### config.mk
export PLATFORM = sky130hd
export DESIGN_NAME = sound_trigger_scheduler
export DESIGN_NICKNAME = d
export VERILOG_FILES = /design/src/rtl/sound_trigger_scheduler.sv
export SDC_FILE = /design/constraint.sdc
export NUM_CORES = 1
export LEC_CHECK = 0
export ABC_AREA = 1
export BUFFER_PORTS_ARGS = -buffer_cell sky130_fd_sc_hd__buf_2
export CAP_MARGIN = 20
export CELL_PAD_IN_SITES_DETAIL_PLACEMENT = 1
export CELL_PAD_IN_SITES_GLOBAL_PLACEMENT = 1
export CORE_UTILIZATION = 35
export DETAILED_ROUTE_END_ITERATION = 6
export PLACE_DENSITY = 0.71
export SYNTH_ARGS = -nofsm -noshare
export SYNTH_HDL_FRONTEND = slang
export SYNTH_SLANG_ARGS = --single-unit
export TNS_END_PERCENT = 1
### constraint.sdc
create_clock -name CLK_50M -period 3.6 [get_ports CLK_50M]
set_input_delay 1.08 -clock CLK_50M [delete_from_list [all_inputs] [get_ports CLK_50M]]
set_output_delay 1.08 -clock CLK_50M [all_outputs]
set_load 0.05 [all_outputs]
### src/rtl/sound_trigger_scheduler.sv
// sound_trigger_scheduler: synchronises and debounces nine request inputs,
// queues rising edges as pending requests and hands them one at a time to a
// voice engine (low-battery first, buttons round-robin), with a busy timeout
// and an idle gap between sounds.
module sound_trigger_scheduler #(
  parameter int DEBOUNCE_CYCLES = 500000,
  parameter int GAP_CYCLES      = 2500000,
  parameter int BUSY_TIMEOUT    = 255
) (
  input  logic       CLK_50M,
  input  logic       RESET,
  input  logic [7:0] btn,
  input  logic       low_batt_btn,
  output logic       play_start,
  output logic [3:0] play_sel,
  input  logic       play_busy,
  input  logic       play_done,
  output logic [8:0] pending,
  output logic       active,
  output logic       err_timeout
);

  localparam int TICK_W = (DEBOUNCE_CYCLES > 1) ? $clog2(DEBOUNCE_CYCLES) : 1;
  localparam int GAP_W  = $clog2(GAP_CYCLES + 1);
  localparam int BUSY_W = $clog2(BUSY_TIMEOUT + 1);

  localparam logic [TICK_W-1:0] TICK_LAST = TICK_W'(DEBOUNCE_CYCLES - 1);
  localparam logic [GAP_W-1:0]  GAP_LAST  = GAP_W'(GAP_CYCLES - 1);
  localparam logic [BUSY_W-1:0] BUSY_LAST = BUSY_W'(BUSY_TIMEOUT - 1);

  typedef enum logic [2:0] {IDLE, START, WAIT_BUSY, PLAY, GAP} state_t;

  logic [8:0]        sync1_reg;
  logic [8:0]        sync2_reg;
  logic [8:0]        sample_reg;
  logic [8:0]        deb_reg;
  logic [8:0]        deb_prev_reg;
  logic [8:0]        pending_reg;
  logic [TICK_W-1:0] tick_cnt_reg;
  logic              tick;
  logic [8:0]        stable;
  logic [8:0]        rise;

  state_t            state_reg;
  logic [3:0]        play_sel_reg;
  logic [2:0]        rr_ptr_reg;
  logic [BUSY_W-1:0] busy_cnt_reg;
  logic [GAP_W-1:0]  gap_cnt_reg;
  logic              play_start_reg;
  logic              active_reg;
  logic              err_reg;

  logic              grant_valid;
  logic [3:0]        grant_idx;
  logic [2:0]        rr_idx;
  logic [8:0]        grant_mask;

  assign tick   = (tick_cnt_reg == TICK_LAST);
  // A bit is accepted only when two consecutive tick samples agree.
  assign stable = ~(sync2_reg ^ sample_reg);
  assign rise   = deb_reg & ~deb_prev_reg;

  // Two-flop synchronisers, shared debounce tick and the two-sample filter
  always_ff @(posedge CLK_50M) begin
    if (RESET) begin
      sync1_reg    <= '0;
      sync2_reg    <= '0;
      sample_reg   <= '0;
      deb_reg      <= '0;
      deb_prev_reg <= '0;
      tick_cnt_reg <= '0;
    end else begin
      sync1_reg    <= {low_batt_btn, btn};
      sync2_reg    <= sync1_reg;
      deb_prev_reg <= deb_reg;
      tick_cnt_reg <= tick ? '0 : tick_cnt_reg + TICK_W'(1);
      if (tick) begin
        sample_reg <= sync2_reg;
        deb_reg    <= (sync2_reg & stable) | (deb_reg & ~stable);
      end
    end
  end

  // Winner selection: low-battery first, then buttons searched upward from rr_ptr
  always_comb begin
    grant_valid = 1'b0;
    grant_idx   = 4'd0;
    rr_idx      = 3'd0;
    if (pending_reg[8]) begin
      grant_valid = 1'b1;
      grant_idx   = 4'd8;
    end else begin
      for (int k = 0; k < 8; k++) begin
        rr_idx = rr_ptr_reg + 3'(k);
        if (!grant_valid && pending_reg[rr_idx]) begin
          grant_valid = 1'b1;
          grant_idx   = {1'b0, rr_idx};
        end
      end
    end
  end

  // The pending bit of the request being granted this cycle
  always_comb begin
    grant_mask = '0;
    if (state_reg == IDLE && grant_valid) begin
      grant_mask[grant_idx] = 1'b1;
    end
  end

  // Request queue: a new debounced press overrides a simultaneous grant clear
  always_ff @(posedge CLK_50M) begin
    if (RESET) begin
      pending_reg <= '0;
    end else begin
      pending_reg <= (pending_reg & ~grant_mask) | rise;
    end
  end

  // Playback sequencer with registered outputs
  always_ff @(posedge CLK_50M) begin
    if (RESET) begin
      state_reg      <= IDLE;
      play_sel_reg   <= '0;
      rr_ptr_reg     <= '0;
      busy_cnt_reg   <= '0;
      gap_cnt_reg    <= '0;
      play_start_reg <= 1'b0;
      active_reg     <= 1'b0;
      err_reg        <= 1'b0;
    end else begin
      play_start_reg <= 1'b0;
      case (state_reg)
        IDLE: begin
          if (grant_valid) begin
            play_sel_reg <= grant_idx;
            if (!grant_idx[3]) begin
              rr_ptr_reg <= grant_idx[2:0] + 3'd1;
            end
            active_reg <= 1'b1;
            state_reg  <= START;
          end
        end
        START: begin
          play_start_reg <= 1'b1;
          busy_cnt_reg   <= '0;
          state_reg      <= WAIT_BUSY;
        end
        WAIT_BUSY: begin
          if (play_done) begin
            gap_cnt_reg <= '0;
            state_reg   <= GAP;
          end else if (play_busy) begin
            state_reg <= PLAY;
          end else if (busy_cnt_reg == BUSY_LAST) begin
            err_reg     <= 1'b1;
            gap_cnt_reg <= '0;
            state_reg   <= GAP;
          end else begin
            busy_cnt_reg <= busy_cnt_reg + BUSY_W'(1);
          end
        end
        PLAY: begin
          // An engine that drops busy without a done pulse also ends the sound.
          if (play_done || !play_busy) begin
            gap_cnt_reg <= '0;
            state_reg   <= GAP;
          end
        end
        GAP: begin
          if (gap_cnt_reg == GAP_LAST) begin
            active_reg <= 1'b0;
            state_reg  <= IDLE;
          end else begin
            gap_cnt_reg <= gap_cnt_reg + GAP_W'(1);
          end
        end
        default: begin
          active_reg <= 1'b0;
          state_reg  <= IDLE;
        end
      endcase
    end
  end

  assign play_start  = play_start_reg;
  assign play_sel    = play_sel_reg;
  assign pending     = pending_reg;
  assign active      = active_reg;
  assign err_timeout = err_reg;

endmodule

## Word-level counts from Yosys, hierarchy flattened

Cells that the tools add are included.

| word-level totals | value |
|---|---|
| register bits | 116 |
| input bits | 13 |
| output and inout bits | 16 |
| word-level logic and storage cells | 163 |

| cells by class | value |
|---|---|
| add/sub/neg operators | 11 |
| $lt $le $gt $ge | 10 |
| equality and inequality tests | 17 |
| multiplexer cells | 65 |
| bitwise gates (word level) | 15 |
| reduce and logical (&&, ||, !) cells | 30 |

Operators by type and width:

| kind | number |
|---|---|
| $mux 22 | 5 |
| $pmux 22 s3 | 1 |
| $lt 3x5->1 const B | 8 |
| $and 9x9->9 | 4 |
| $not 9->9 | 4 |
| $mux 4 | 8 |
| $mux 1 | 28 |
| $bmux 1 s3 | 8 |
| $mux 8 | 3 |
| $add 22x1->22 const B | 1 |
| $eq 22x22->1 const B | 1 |
| $mux 3 | 7 |
| $add 19x1->19 const B | 1 |
| $eq 19x19->1 const B | 1 |
| $or 9x9->9 | 2 |
| $pmux 8 s2 | 1 |
| $pmux 3 s5 | 1 |
| $ne 2x2->1 const B | 7 |
| $add 3x3->3 const B | 4 |
| $reduce_and 4->1 | 3 |
| $logic_and 1x1->1 | 9 |
| $mux 9 | 1 |
| $xor 9x9->9 | 1 |
| $add 8x1->8 const B | 1 |
| other kinds (23) | 38 |

## Longest topological paths before layout

| depth | value |
|---|---|
| depth in word-level cells | 40 |
| mapped depth | 22 |
| mapped depth without buffers | 20 |

## Worst setup path before layout

Ideal clock, no wire load.

| timing path | value |
|---|---|
| path type | register -> register |
| start | register rr_ptr_reg[1] |
| end | register pending_reg[1] (netlist: pending[1]) |
| setup time | 0.128 ns |
| data arrival time | 2.418 ns |
| required time | 3.472 ns |
| slack | 1.054 ns |
| cell stages (with the launch flop) | 20 |
| path buffers | 2 |
| clock period less this slack | 2.546 ns |
| cell sequence | dfxtp_1 buf_6 inv_2 ha_1 buf_2 inv_2 nand3_1 nand3_2 nand2_4 nor2_8 nand4_4 nor3_2 nand3_1 nand2_1 nor2_4 inv_1 ha_1 nand2_1 a21oi_1 nor2_1 |

| between the ends | value |
|---|---|
| longest elaborated chain between the ends | 40 |
| elaborated cells between the ends (all ways) | 72 |
| classes of those cells | 7 x add/sub; 2 x order compare; 44 x mux; 3 x bitwise; 16 x reduce/logical |

Ends and longest elaborated chain:

| item | line | text |
|---|---|---|
| from (decl) | 46 | `logic [2:0] rr_ptr_reg;` |
| from (signal assigned) | 138 | `rr_ptr_reg <= grant_idx[2:0] + 3'd1;` |
| parallel branches: the longest is 30 deep, another holds $add 3x1->3 | - |  |
| $mux 4 (*) | 95 | `if (!grant_valid && pending_reg[rr_idx]) begin` |
| $mux 4 (*) | 89 | `if (pending_reg[8]) begin` |
| named net grant_idx[1] | 54 | `logic [3:0] grant_idx;` |
| $lt 4x5->1 (implied by the code) / $ge 4x1->1 (equally long branches) | 107 | `grant_mask[grant_idx] = 1'b1;` |
| $logic_and 1x1->1 (implied by the code) | 107 |  |
| $mux 1 (implied by the code) | 107 |  |
| $demux 1 s4 (*) | 107 |  |
| $mux 9 (*) | 106 | `if (state_reg == IDLE && grant_valid) begin` |
| $not 9->9 (*) | 116 | `pending_reg <= (pending_reg & ~grant_mask) \| rise;` |
| $and 9x9->9 (*) | 116 |  |
| $or 9x9->9 (*) | 116 |  |
| to (signal assigned) | 116 |  |
| to (decl) | 38 | `logic [8:0] pending_reg;` |

Mark *: on every way through the listed nets, which the timed path passes. The select of a mux whose other input is x is not followed.
A chain may end at the register's enable or synchronous reset.

## Worst setup path after layout

| timing path | value |
|---|---|
| start | register rr_ptr_reg[0] |
| end | register pending_reg[1] (netlist: pending[1]) |

Same word-level chain as after synthesis.

==> impl_metrics.yaml <==
layout:
  n_antenna_cell: 0
  area_growth_pct: 17.4
  nets: 829
  drive_gt1_share_pct: 15.2
  seq_area_sq_um: 2320
  fillers: 2026
  multi_input_area_sq_um: 2810
  largest_register_ffs: 22
drt:
  drt-total-wl_um: 14700
  drc: 0
  antenna_left: 0
  drt_iter0_markers: 220
  vias: 5064
  first_pass_iters: 4
  viasPerCell: 4.89
  wire_per_inst_um: 14.2
clocking:
  cts.sinks: 116
  ctsHoldBuffers: 0
  cts_root_buffer: "clkbuf_16"
  cts_resized: 0
  cts_tree: "yes"
  cts_buffer_depth: 2
  path_clk_slew_ns: 0.06
  post-cts-setup-buffers: 0
  cts_buffers: 17
  clk_latency_ns: 0.42
  htree_levels: 4
global_routing:
  grt_usage_pct: 19.0
  grt_overflow: 0
  antenna_found_initial: 0
  grt_pass1_wl_um: 24700
  grt_pass1_vias: 5249
  grt_max_degree: 37
worst_setup_path:
  reg2regPathDepth: 17
  critical_path_class: "flop to flop"
  worstPathArrival_ns: 3.12
  required_ns: 3.89
  r2r_slack_ns: 0.77
  path_max_fanout: 10
  start_kind: "flop"
  r2r-end: "pending[1]$_SDFF_PP0_"
  critPathSlowestCell: "ha_1"
  r2r-start: "rr_ptr_reg[0]$_SDFFE_PP0P_"
  critPathBufInv: 3
  path_cells: "inv_2 -> ha_1 -> inv_2 -> nand3_1 -> nand3_2 -> nand2_4 -> nor2_8 -> nand4_4 -> nor3_2 -> nand3_1 -> nand2_1 -> nor2_4 -> inv_1 -> ha_1 -> nand2_1 -> a21oi_1 -> nor2_1"
  critPathTopFamily: "simple AND/OR/NAND/NOR gates"
  end_kind: "flop"
  slowest_delay_ns: 0.43
logic_synthesis:
  ys_seq_area_share_pct: 41.2
  synth.top_cell.area_share_pct: 41.2
  ys_ff_latch: 116
  synth_nets: 793
  syn_avg_cell_area_sq_um: 7.30
  synthFlopType: "dfxtp_1"
  yosysTopAreaCell: "dfxtp_1"
  netlist_top_cells_area: "dfxtp_1, nand2_1, nor2_1"
  synth_cells: 772
  synth_edf_count: 0
  synth_async_sr_flop_share_pct: 0
  yosysWarnings: 0
  syn_area_sq_um: 5640
  ys_types: 49
floorplan:
  rows: 46
  initial_core_util_pct: 35.6
  die_x_um: 129
  die-area_sq_um: 16600
  dieHeight_um: 129
  ios: 29
  coreArea_sq_um: 15800
timing:
  min_period_ns: 2.83
  drv_slew: 0
  setup_violations: 0
  fin_tns_setup_ns: 0
  fin_crit_sh_pct: 78.5
  fin_skew_ns: 0.00920
  setup_slack_ns: 0.773
  report.final.hold_viol_count: 0
  worst_pin_slew_ns: 0.640
  rsz0062_at_grt: "false"
  max_freq_mhz: 354
  max_slew_margin_pct: 57.3
worst_hold_path:
  hp-start: "sync1_reg[7]$_SDFF_PP0_"
  hold_path_class: "flop to flop"
  whs_endpoint: "sync2_reg[7]$_SDFF_PP0_"
  hold_path_depth: 2
placement:
  io_buffers: 28
  place_ws_ns: 0.750
  gp_congestion: 0.813
  place_hpwl_um: 10900
run_status:
  outcome: "finished clean"
power:
  irDropWorstVdd_mv: 0.419
  p_leak_uw: 0.00268
  power_density_nw_per_um2: 825
run:
  maxCapViolCount: 0
==> worst max-delay path by stage <==
stage                               startpoint                         end  slack, ns  depth (start not counted)
global placement    rr_ptr_reg[0]$_SDFFE_PP0P_       pending[1]$_SDFF_PP0_       0.88                         17
finish              rr_ptr_reg[0]$_SDFFE_PP0P_       pending[1]$_SDFF_PP0_       0.77                         17
global route        rr_ptr_reg[0]$_SDFFE_PP0P_       pending[1]$_SDFF_PP0_       0.43                         17
CTS                 tick_cnt_reg[0]$_SDFF_PP0_  tick_cnt_reg[4]$_SDFF_PP0_       0.74                         10
floorplan           rr_ptr_reg[1]$_SDFFE_PP0P_       pending[1]$_SDFF_PP0_       1.05                         19
detailed placement  tick_cnt_reg[0]$_SDFF_PP0_  tick_cnt_reg[4]$_SDFF_PP0_       0.75                         10
==> cells in the final DEF, fill, tap and decap left out, types with 3 or more instances in the layout <==
| cell type | count |
|---|---|
| o2111ai_1 | 7 |
| nor4_1 | 8 |
| o21ai_0 | 32 |
| o22ai_1 | 3 |
| nor2_1 | 106 |
| clkinvlp_4 | 4 |
| inv_2 | 8 |
| nand2_1 | 145 |
| a21oi_1 | 35 |
| a211oi_1 | 5 |
| nand3_1 | 54 |
| nor2_4 | 4 |
| clkbuf_8 | 4 |
| dfxtp_1 | 116 |
| xor2_1 | 12 |
| o21ai_1 | 8 |
| nor2_2 | 9 |
| o21ai_2 | 4 |
| nand3_2 | 9 |
| nand2_2 | 10 |
| buf_4 | 5 |
| or2_2 | 3 |
| nor3_1 | 22 |
| nor3b_1 | 4 |
| buf_2 | 28 |
| clkbuf_16 | 17 |
| nor3_2 | 3 |
| nand4_1 | 15 |
| bufinv_16 | 3 |
| inv_1 | 101 |
| ha_1 | 8 |
==> worst register-to-register path: cells and delay by family, from the launching register on <==
| family | cells | cell delay, ns |
|---|---|---|
| and+or+nand+nor | 11 | 1.32 |
| adders and majority gates | 2 | 0.60 |
| DFF | 1 | 0.34 |
| buffers and inverters | 3 | 0.32 |
| AOI/OAI and AO/OA | 1 | 0.12 |
==> power by group <==
group	switching, uW	internal [uW]
clock network	615	1160
registers	75.8	1360
logic	1550	695
==> layer usage <==
| metal | vias to the layer above | wire [um] | track usage [%] |
|---|---|---|---|
| li1 | 2583 | - | - |
| met1 | 2420 | 6680 | 22.2 |
| met2 | 44 | 7440 | 34.1 |
| met4 | 0 | 210 | 6.37 |
| met5 | - | 0 | 0 |
| met3 | 17 | 357 | 4.16 |
==> cells in the mapped netlist (2+ instances only) <==
cell type / instances
nor3_1: 22
nor3b_1: 4
a211oi_1: 5
buf_4: 2
nand2_4: 2
o2111ai_1: 7
xor2_1: 12
o21ai_0: 32
nor2_1: 106
xnor2_1: 2
nand2_2: 10
nand3_2: 9
nand3_1: 54
nor2_2: 9
inv_2: 8
nor4_1: 8
buf_2: 2
nor2_8: 2
o22ai_1: 3
ha_1: 8
inv_1: 101
or2_2: 3
clkbuf_1: 9
a21oi_2: 2
o21ai_2: 4
nand2_1: 145
nand4_1: 15
dfxtp_1: 116
nor2_4: 4
a21oi_1: 35
nor3_2: 3
buf_6: 3
a221oi_1: 2
o21ai_1: 8
==> per-stage QoR <==
| stage | hold slack [ns] | std cells | cell area, sq um | utilization, % | power [uW] |
|---|---|---|---|---|---|
| after floorplan | 0.388 | 772 | 5640 | - | 3240 |
| after global placement | 0.393 | 1005 | 5990 | 37.9 | 3650 |
| after detailed placement | 0.397 | 1005 | 5990 | 37.9 | 3710 |
| after CTS | 0.402 | 1036 | 6620 | 41.8 | 5510 |
| after global routing | 0.422 | 1036 | 6620 | 41.8 | 5840 |
| final | 0.397 | 1036 | 6620 | 41.8 | 5460 |
==> final cells by class <==
type	instances	share of cell area, %
clock inverter	10	2.21
timing repair buffer	33	2.68
inverter	110	6.24
sequential	116	35.1
multi-input combinational	530	42.4
clock buffer	21	7.26
tap	216	4.08
==> cells by family (layout without fill, tap and decap cells) <==
kind of cell / Yosys count / after routing / share of synthesized area [%]
AND/OR/NAND/NOR: 401 / 401 / 33.9
flip-flops: 116 / 116 / 41.2
AO/OA/AOI/OAI: 104 / 104 / 10.9
adder cells (fa/ha/maj): 8 / 8 / 1.78
XOR/XNOR: 17 / 17 / 3.24
buffers and inverters: 126 / 174 / 8.97
(Power assumes the default switching activity.)
